--- src/rtl/cronometro_regressivo_param_if.sv ---
// Control and display bundle of the shot-clock countdown.
// The master drives the switches; the slave (the timer) drives the display and status outputs.
interface cronometro_regressivo_param_if #(
  parameter int WIDTH = 5
);
  logic             chaveParar;
  logic             chave24;
  logic             chave14;
  logic [WIDTH-1:0] cronometro;
  logic [3:0]       dezenas;
  logic [3:0]       unidades;
  logic             rodando;
  logic             estourou;
  logic             buzina;

  modport master (
    output chaveParar, chave24, chave14,
    input  cronometro, dezenas, unidades, rodando, estourou, buzina
  );

  modport slave (
    input  chaveParar, chave24, chave14,
    output cronometro, dezenas, unidades, rodando, estourou, buzina
  );
endinterface

--- src/rtl/cronometro_regressivo_param.sv ---
// Parametrised shot-clock countdown. A 1 Hz tick comes from an internal prescaler.
// Two reload values apply the 14-second rule; the clock freezes at zero with an expiry pulse and a timed buzzer.
module cronometro_regressivo_param #(
  parameter int PRESCALE    = 50_000_000,
  parameter int WIDTH       = 5,
  parameter int LOAD_A      = 24,
  parameter int LOAD_B      = 14,
  parameter int BUZZ_CYCLES = 50_000_000
) (
  input  logic                          clk,
  input  logic                          clr,
  cronometro_regressivo_param_if.slave  bus
);

  localparam int PW = (PRESCALE > 1) ? $clog2(PRESCALE) : 1;
  localparam int BW = (BUZZ_CYCLES > 1) ? $clog2(BUZZ_CYCLES) : 1;

  localparam logic [PW-1:0]    PRE_LAST  = PW'(PRESCALE - 1);
  localparam logic [BW-1:0]    BUZZ_LAST = BW'(BUZZ_CYCLES - 1);
  localparam logic [WIDTH-1:0] CNT_A     = WIDTH'(LOAD_A);
  localparam logic [WIDTH-1:0] CNT_B     = WIDTH'(LOAD_B);

  typedef enum logic [1:0] {
    PAUSE,
    RUN,
    ZERO
  } state_e;

  state_e           state_q, state_d;
  logic [WIDTH-1:0] count_q, count_d;
  logic [PW-1:0]    pre_q, pre_d;
  logic [BW-1:0]    buzz_cnt_q, buzz_cnt_d;
  logic             buzina_q, buzina_d;
  logic             estourou_q, estourou_d;
  logic             prev24_q, prev24_d;
  logic             prev14_q, prev14_d;

  logic load24, load14, tick;
  logic [6:0] bcd_val;

  assign load24 = bus.chave24 & ~prev24_q;
  // The short reload only counts as a load when it would raise the count.
  assign load14 = bus.chave14 & ~prev14_q & (count_q < CNT_B);
  assign tick   = (state_q == RUN) && (pre_q == PRE_LAST);

  // NOTE: every signal assigned here gets a default first, so no path leaves it unassigned and no latch is inferred.
  always_comb begin
    state_d    = state_q;
    count_d    = count_q;
    pre_d      = pre_q;
    buzz_cnt_d = buzz_cnt_q;
    buzina_d   = buzina_q;
    estourou_d = 1'b0;
    prev24_d   = bus.chave24;
    prev14_d   = bus.chave14;

    // buzz_cnt holds the number of high cycles still to come after the current one.
    if (buzina_q) begin
      if (buzz_cnt_q == '0) buzina_d = 1'b0;
      else                  buzz_cnt_d = buzz_cnt_q - 1'b1;
    end

    if (load24 || load14) begin
      count_d    = load24 ? CNT_A : CNT_B;
      pre_d      = '0;
      buzina_d   = 1'b0;
      buzz_cnt_d = '0;
      state_d    = bus.chaveParar ? PAUSE : RUN;
    end else begin
      unique case (state_q)
        PAUSE: state_d = bus.chaveParar ? PAUSE : RUN;
        RUN: begin
          if (tick) begin
            pre_d = '0;
            if (count_q > WIDTH'(1)) begin
              count_d = count_q - 1'b1;
              state_d = bus.chaveParar ? PAUSE : RUN;
            end else if (count_q == WIDTH'(1)) begin
              count_d    = '0;
              state_d    = ZERO;
              estourou_d = 1'b1;
              buzina_d   = 1'b1;
              buzz_cnt_d = BUZZ_LAST;
            end else begin
              state_d = ZERO;
            end
          end else begin
            pre_d   = pre_q + 1'b1;
            state_d = bus.chaveParar ? PAUSE : RUN;
          end
        end
        ZERO:    state_d = ZERO;
        default: state_d = PAUSE;
      endcase
    end
  end

  // NOTE: state registers use non-blocking assignments so every flop samples the pre-edge values.
  always_ff @(posedge clk or posedge clr) begin
    if (clr) begin
      state_q    <= PAUSE;
      count_q    <= CNT_A;
      pre_q      <= '0;
      buzz_cnt_q <= '0;
      buzina_q   <= 1'b0;
      estourou_q <= 1'b0;
      prev24_q   <= 1'b0;
      prev14_q   <= 1'b0;
    end else begin
      state_q    <= state_d;
      count_q    <= count_d;
      pre_q      <= pre_d;
      buzz_cnt_q <= buzz_cnt_d;
      buzina_q   <= buzina_d;
      estourou_q <= estourou_d;
      prev24_q   <= prev24_d;
      prev14_q   <= prev14_d;
    end
  end

  // The count never exceeds LOAD_A (at most 99), so seven bits are enough for the BCD split.
  assign bcd_val        = 7'(count_q);
  assign bus.dezenas    = 4'(bcd_val / 7'd10);
  assign bus.unidades   = 4'(bcd_val % 7'd10);
  assign bus.cronometro = count_q;
  assign bus.rodando    = (state_q == RUN);
  assign bus.estourou   = estourou_q;
  assign bus.buzina     = buzina_q;

endmodule

--- src/flat_wrapper.sv ---
// flat-port wrapper written by rule: the top's interface ports become plain ports
module cronometro_regressivo_param_flat 
#(
  parameter int PRESCALE    = 50_000_000,
  parameter int WIDTH       = 5,
  parameter int LOAD_A      = 24,
  parameter int LOAD_B      = 14,
  parameter int BUZZ_CYCLES = 50_000_000
)
  (clk, clr, bus_chaveParar, bus_chave24, bus_chave14, bus_cronometro, bus_dezenas, bus_unidades, bus_rodando, bus_estourou, bus_buzina);
  cronometro_regressivo_param_if #(.WIDTH(WIDTH)) bus_i ();
  input  logic clk;
  input  logic clr;
  input wire logic [$bits(bus_i.chaveParar)-1:0] bus_chaveParar;
  input wire logic [$bits(bus_i.chave24)-1:0] bus_chave24;
  input wire logic [$bits(bus_i.chave14)-1:0] bus_chave14;
  output wire logic [$bits(bus_i.cronometro)-1:0] bus_cronometro;
  output wire logic [$bits(bus_i.dezenas)-1:0] bus_dezenas;
  output wire logic [$bits(bus_i.unidades)-1:0] bus_unidades;
  output wire logic [$bits(bus_i.rodando)-1:0] bus_rodando;
  output wire logic [$bits(bus_i.estourou)-1:0] bus_estourou;
  output wire logic [$bits(bus_i.buzina)-1:0] bus_buzina;
  assign bus_i.chaveParar = bus_chaveParar;
  assign bus_i.chave24 = bus_chave24;
  assign bus_i.chave14 = bus_chave14;
  assign bus_cronometro = bus_i.cronometro;
  assign bus_dezenas = bus_i.dezenas;
  assign bus_unidades = bus_i.unidades;
  assign bus_rodando = bus_i.rodando;
  assign bus_estourou = bus_i.estourou;
  assign bus_buzina = bus_i.buzina;
  cronometro_regressivo_param #(.PRESCALE(PRESCALE), .WIDTH(WIDTH), .LOAD_A(LOAD_A), .LOAD_B(LOAD_B), .BUZZ_CYCLES(BUZZ_CYCLES)) u_core (.clk(clk), .clr(clr), .bus(bus_i));
endmodule
--- config.mk ---
export PLATFORM = sky130hd
export DESIGN_NAME = cronometro_regressivo_param_flat
export DESIGN_NICKNAME = d
export VERILOG_FILES = /design/src/rtl/cronometro_regressivo_param_if.sv /design/src/rtl/cronometro_regressivo_param.sv /design/src/flat_wrapper.sv
export SDC_FILE = /design/constraint.sdc
export NUM_CORES = 1
export LEC_CHECK = 0
export ABC_AREA = 0
export BUFFER_PORTS_ARGS = -buffer_cell sky130_fd_sc_hd__buf_4
export CAP_MARGIN = 20
export CORE_MARGIN = 4
export CORE_UTILIZATION = 40
export CTS_CLUSTER_DIAMETER = 60
export DETAILED_ROUTE_END_ITERATION = 6
export HOLD_SLACK_MARGIN = 0.03
export PLACE_DENSITY_LB_ADDON = 0.05
export SYNTH_ARGS = -nofsm -noshare
export SYNTH_HDL_FRONTEND = slang
export SYNTH_SLANG_ARGS = --single-unit
--- constraint.sdc ---
create_clock -name clk -period 2.65 [get_ports clk]
set_input_delay 0.265 -clock clk [delete_from_list [all_inputs] [get_ports clk]]
set_output_delay 0.265 -clock clk [all_outputs]
set_load 0.05 [all_outputs]
==> metrics list <==
* Most used flip-flop cell after synthesis: dfrtp_1
- Switching power total: 0.459 mW
* Number of buffers inserted by port buffering: 18
- Cell internal power was estimated by the tool at 1.36 mW.
* Summed negative setup slack over all endpoints: -0.345 ns
- Area fraction in compound gates after synthesis: 0.121
* Number of global-route vias before repair: 3053
* Mean Syn Cell Area: 9.28 um2
* Core area: 8890 um2
- The detail route stage leaves a number of antenna-violating nets equal to 0.
- Clock tree synthesis selected as its root buffer the cell clkbuf_8.
- For this design the static power due to leakage is 1.95 nW.
* Setup crit end kind: output port
* Type of the tightest min-delay check: in2reg
- The worst register-to-register path has a setup slack of 0.12 ns.
* CP Launch Type: flip-flop
- Worst Hold Path Cells: 2
- Of the total power, the share spent switching nets is 0.252.
- Vias per inst: 5.69
- The largest individual stage delay along the critical path comes from the cell dfrtp_2.
- The net count of the finished layout is 454.
* Starting Density: 0.419
- In this run the tightest slew margin relative to its limit is 0.517.
- Delay of the slowest cell on the worst path: 0.40 ns
* Fillcell total: 860
* Fraction of registers with async set or reset after synthesis: 1.00
- Part of the Yosys area used for sequential elements: 0.424
- Most frequent cell on the critical path: ha_4
* Seq cells post-synth: 63
* Placement Cell Area: 4180 um2
- The critical path contains buffers and inverters numbering 2 combined.
* Cell row count: 34
- Inserted Diodes: 0
- During synthesis, Yosys emitted a total of 0 warnings.
- Path depth of the worst reg2reg path: 7
* Die width: 104 um
- Counting flops with a built-in enable in the synthesized netlist gives 0.
* Worst Path Required: 2.38 ns
- Average detailed-routed wire length per instance: 16.3 um
- The longest clock path from root to sink contains 2 buffers.
- Of the total synthesized cell area, the portion taken by full adders, half adders and majority gates is 0.0269.
- TritonCTS built the clock tree.
- For this run, the detailed router's first-pass iteration total came to 4.
- Cts bufs inserted: 9
- For this design the ratio of total power to cell area is 411 nW/um2.
- Source-to-sink clock delay at the later pin of the worst-skew pair: 0.34 ns
* Portion of total power attributed to the clock network: 0.406
- The die covers 10900 um2.
- DRT Wirelength: 9.05 mm
* Multiplexer area fraction after synthesis: 0.00874
- Area of all placed cells without fillers: 4440 um2
- Maximum fanout encountered on the critical timing path: 4
- Maximum number of pins on one net before global-route repair: 64
- Source of the worst hold timing path: bus_chaveParar
- Iter 0 DRT Violations: 170
* Number of vias in the routed layout: 3150
* Max Cap Viol: 0
* Final weighted congestion in routability-driven placement: 0.792
* Worst-path clk slew: 0.08 ns
- Of the total synthesized cell area, the portion taken by AND, OR, NAND and NOR gates is 0.300.
- Dominant combinational cell family by area after synthesis: simple AND/OR/NAND/NOR gates
- P&R area growth vs syn: 19.3%
- The worst hold path terminates at u_core.state_q[0].
- Worst Path Arrival: 2.53 ns
- Pre-CTS WS: 0.0394 ns
- The share of total power dissipated in sequential elements is 0.539.
* Detailed placement HPWL: 6.24 mm
- Worst IR Drop VDD: 0.218 mV
* Unrepaired setup endpoints after global routing: yes
- The worst register-to-register path ends at u_core.buzz_cnt_q[19].
* Tcrit/Tclk final: 1.05
* Result of the run: complete, but fails checks
* Post-synthesis instance area: 3720 um2
- Maximum clock frequency: 358 MHz
- Skew final: 0.0172 ns
- # setup viols final: 3
- Of the cells placed in the final design, the portion with a size suffix greater than 1 is 0.204.
- The startpoint identified for the worst register-to-register timing path is u_core.buzz_cnt_q[22].
* CP top delay family: compound AO/OA/AOI/OAI gates
* Final setup margin: -0.145 ns
* Cell-by-cell listing of the critical path: or2_4, ha_4, nand2b_4, a21oi_4, nor2_4, ha_4, a21boi_4, o311ai_4, buf_4, xnor2_2, buf_6
* Detailed-route DRC error count: 0
- Global-route congestion overflow total: 0
* Minimum clock period after layout: 2.80 ns
- From bottom edge to top edge, the die measures 104 um.
- The critical path is of the reg2out type.
- In this run the number of H-tree levels came out at 3.
- I/O pin total: 21
- Slew at the pin with the worst max-slew slack: 0.723 ns
- Power share of the combinational group: 0.055
* Final hold violation count: 0
- Global-route wire length before repair: 15.5 mm
- The netlist uses 60 different library cells.
- Of the total synthesized cell area, the portion taken by XOR and XNOR cells is 0.0753.
- Slew Limit Fails: 0
* Clock tree sinks: 63
- Initial antenna violation count: 0
- Synthesis handed over a netlist of 401 instances.
- The final reports fail on negative setup slack.
- Across every metal layer, demand over resource in global routing totals 0.173.
==> cell type report <==
class | count | area (um2) | share of cell area
Tap cell | 108 | 135 | 0.0304
Inverter | 13 | 48.8 | 0.0110
Timing Repair Buffer | 49 | 403 | 0.0907
Sequential cell | 63 | 1580 | 0.356
Multi-Input combinational cell | 305 | 2100 | 0.474
Clock buffer | 12 | 145 | 0.0327
Clock inverter | 4 | 22.5 | 0.00507
==> flip-flops by register name, summed over array words and instances (netlist names) <==
signal and flops:
u_core.bus.buzina 1, u_core.bus.cronometro 5, u_core.bus.estourou 1, u_core.buzz_cnt_q 26, u_core.pre_q 26, u_core.prev14_q 1, u_core.prev24_q 1, u_core.state_q 2
==> cells in the mapped netlist (2+ instances only) <==
library cell  number  area [um2]
or4b_2             2        20.0
nor3_1             9        45.0
buf_2              2        10.0
o311ai_0           4        35.0
inv_1             12        45.0
nand2_1           21        78.8
o211ai_1           6        45.0
nor2b_1            3        18.8
ha_1               8         100
xnor2_1           27         236
buf_4              3        22.5
and3_1             7        43.8
clkbuf_1          14        52.6
or3_1             10        62.6
dfstp_2            2        52.6
and2_1             3        18.8
nand2b_1           5        31.3
a21o_1             4        30.0
a31oi_1            4        25.0
nor4bb_1           2        20.0
a21oi_1           17        85.1
dfrtp_1           61        1530
nand3b_1           2        15.0
a211oi_1           2        15.0
o21ai_1            3        15.0
or2_2              5        31.3
buf_6              2        22.5
nor3b_1            4        30.0
nor4b_1            7        61.3
nand4_1           13        81.3
o21a_1             2        15.0
and4_1             5        43.8
nor2_1            45         169
or4_1             16         120
nand3_1           18        90.1
o21ai_0            7        35.0
nor4_1            12        75.1
xor2_1             5        43.8
or3b_1             2        17.5
o31ai_1            5        37.5
==> through the flow <==
stage	utilization	power, mW	hold slack [ns]	std cells
after global routing	0.499	1.91	0.0674	554
after CTS	0.497	1.85	0.0323	552
final	0.499	1.82	0.0845	554
after detailed placement	0.470	1.10	0.377	530
after floorplan	-	1.06	0.296	402
after global placement	0.470	1.10	0.370	530
==> what timing repair did <==
action                     CTS  global route
hold endpoints to repair    61             1
resized for setup            3             1
setup buffers                4             0
hold buffers                 2             1
setup endpoints to repair    3             4
pin swaps                    3             0
==> layout by cell type, fill, tap and decap left out, drive strengths merged, types with 5 or more instances in the layout <==
cell type and count:
xnor2 27, nor4 13, dfrtp 61, o31ai 6, nand2 21, or2 6, clkbuf 12, o211ai 6
a21oi 17, o21ai 11, and3 7, o311ai 5, nand3 18, ha 8, nor2 45, nor4b 8
and4 5, nand2b 5, buf 46, xor2 5, nand4 13, or4 16, nor3 10, or3 10
inv 12
==> cell families after synthesis <==
logic type / Yosys count
compound gates: 65
mux: 3
other cells: 1
flops: 63
xor+xnor: 32
fa+ha+maj: 8
buf+inv: 34
simple gates: 195
==> power by group through the flow <==
stage / sequential (mW) / clock [mW] / combinational (mW)
after floorplan: 0.998 / 0 / 0.0641
after global placement: 1.00 / 0 / 0.0964
after detailed placement: 1.00 / 0 / 0.0976
after CTS: 0.982 / 0.765 / 0.100
after global routing: 0.984 / 0.808 / 0.114
final: 0.982 / 0.741 / 0.100
==> how the worst max path moves through the flow <==
stage                                         from              end  slack, ns  depth (start not counted)
after global routing      u_core.bus.cronometro[2]  bus_unidades[1]      -0.25                         11
after CTS                 u_core.bus.cronometro[2]  bus_unidades[1]      -0.16                         11
after floorplan           u_core.bus.cronometro[3]  bus_unidades[2]      -0.61                          9
after global placement    u_core.bus.cronometro[2]  bus_unidades[1]       0.07                         11
after detailed placement  u_core.bus.cronometro[2]  bus_unidades[1]       0.04                         11
final                     u_core.bus.cronometro[2]  bus_unidades[1]      -0.15                         11
==> metal layers <==
layer,share of wire,track usage
met5,0,0
met4,0.011,0.0551
met3,0.028,0.0267
met2,0.45,0.258
met1,0.52,0.257
No activity file was read; power rests on OpenSTA's default activity.
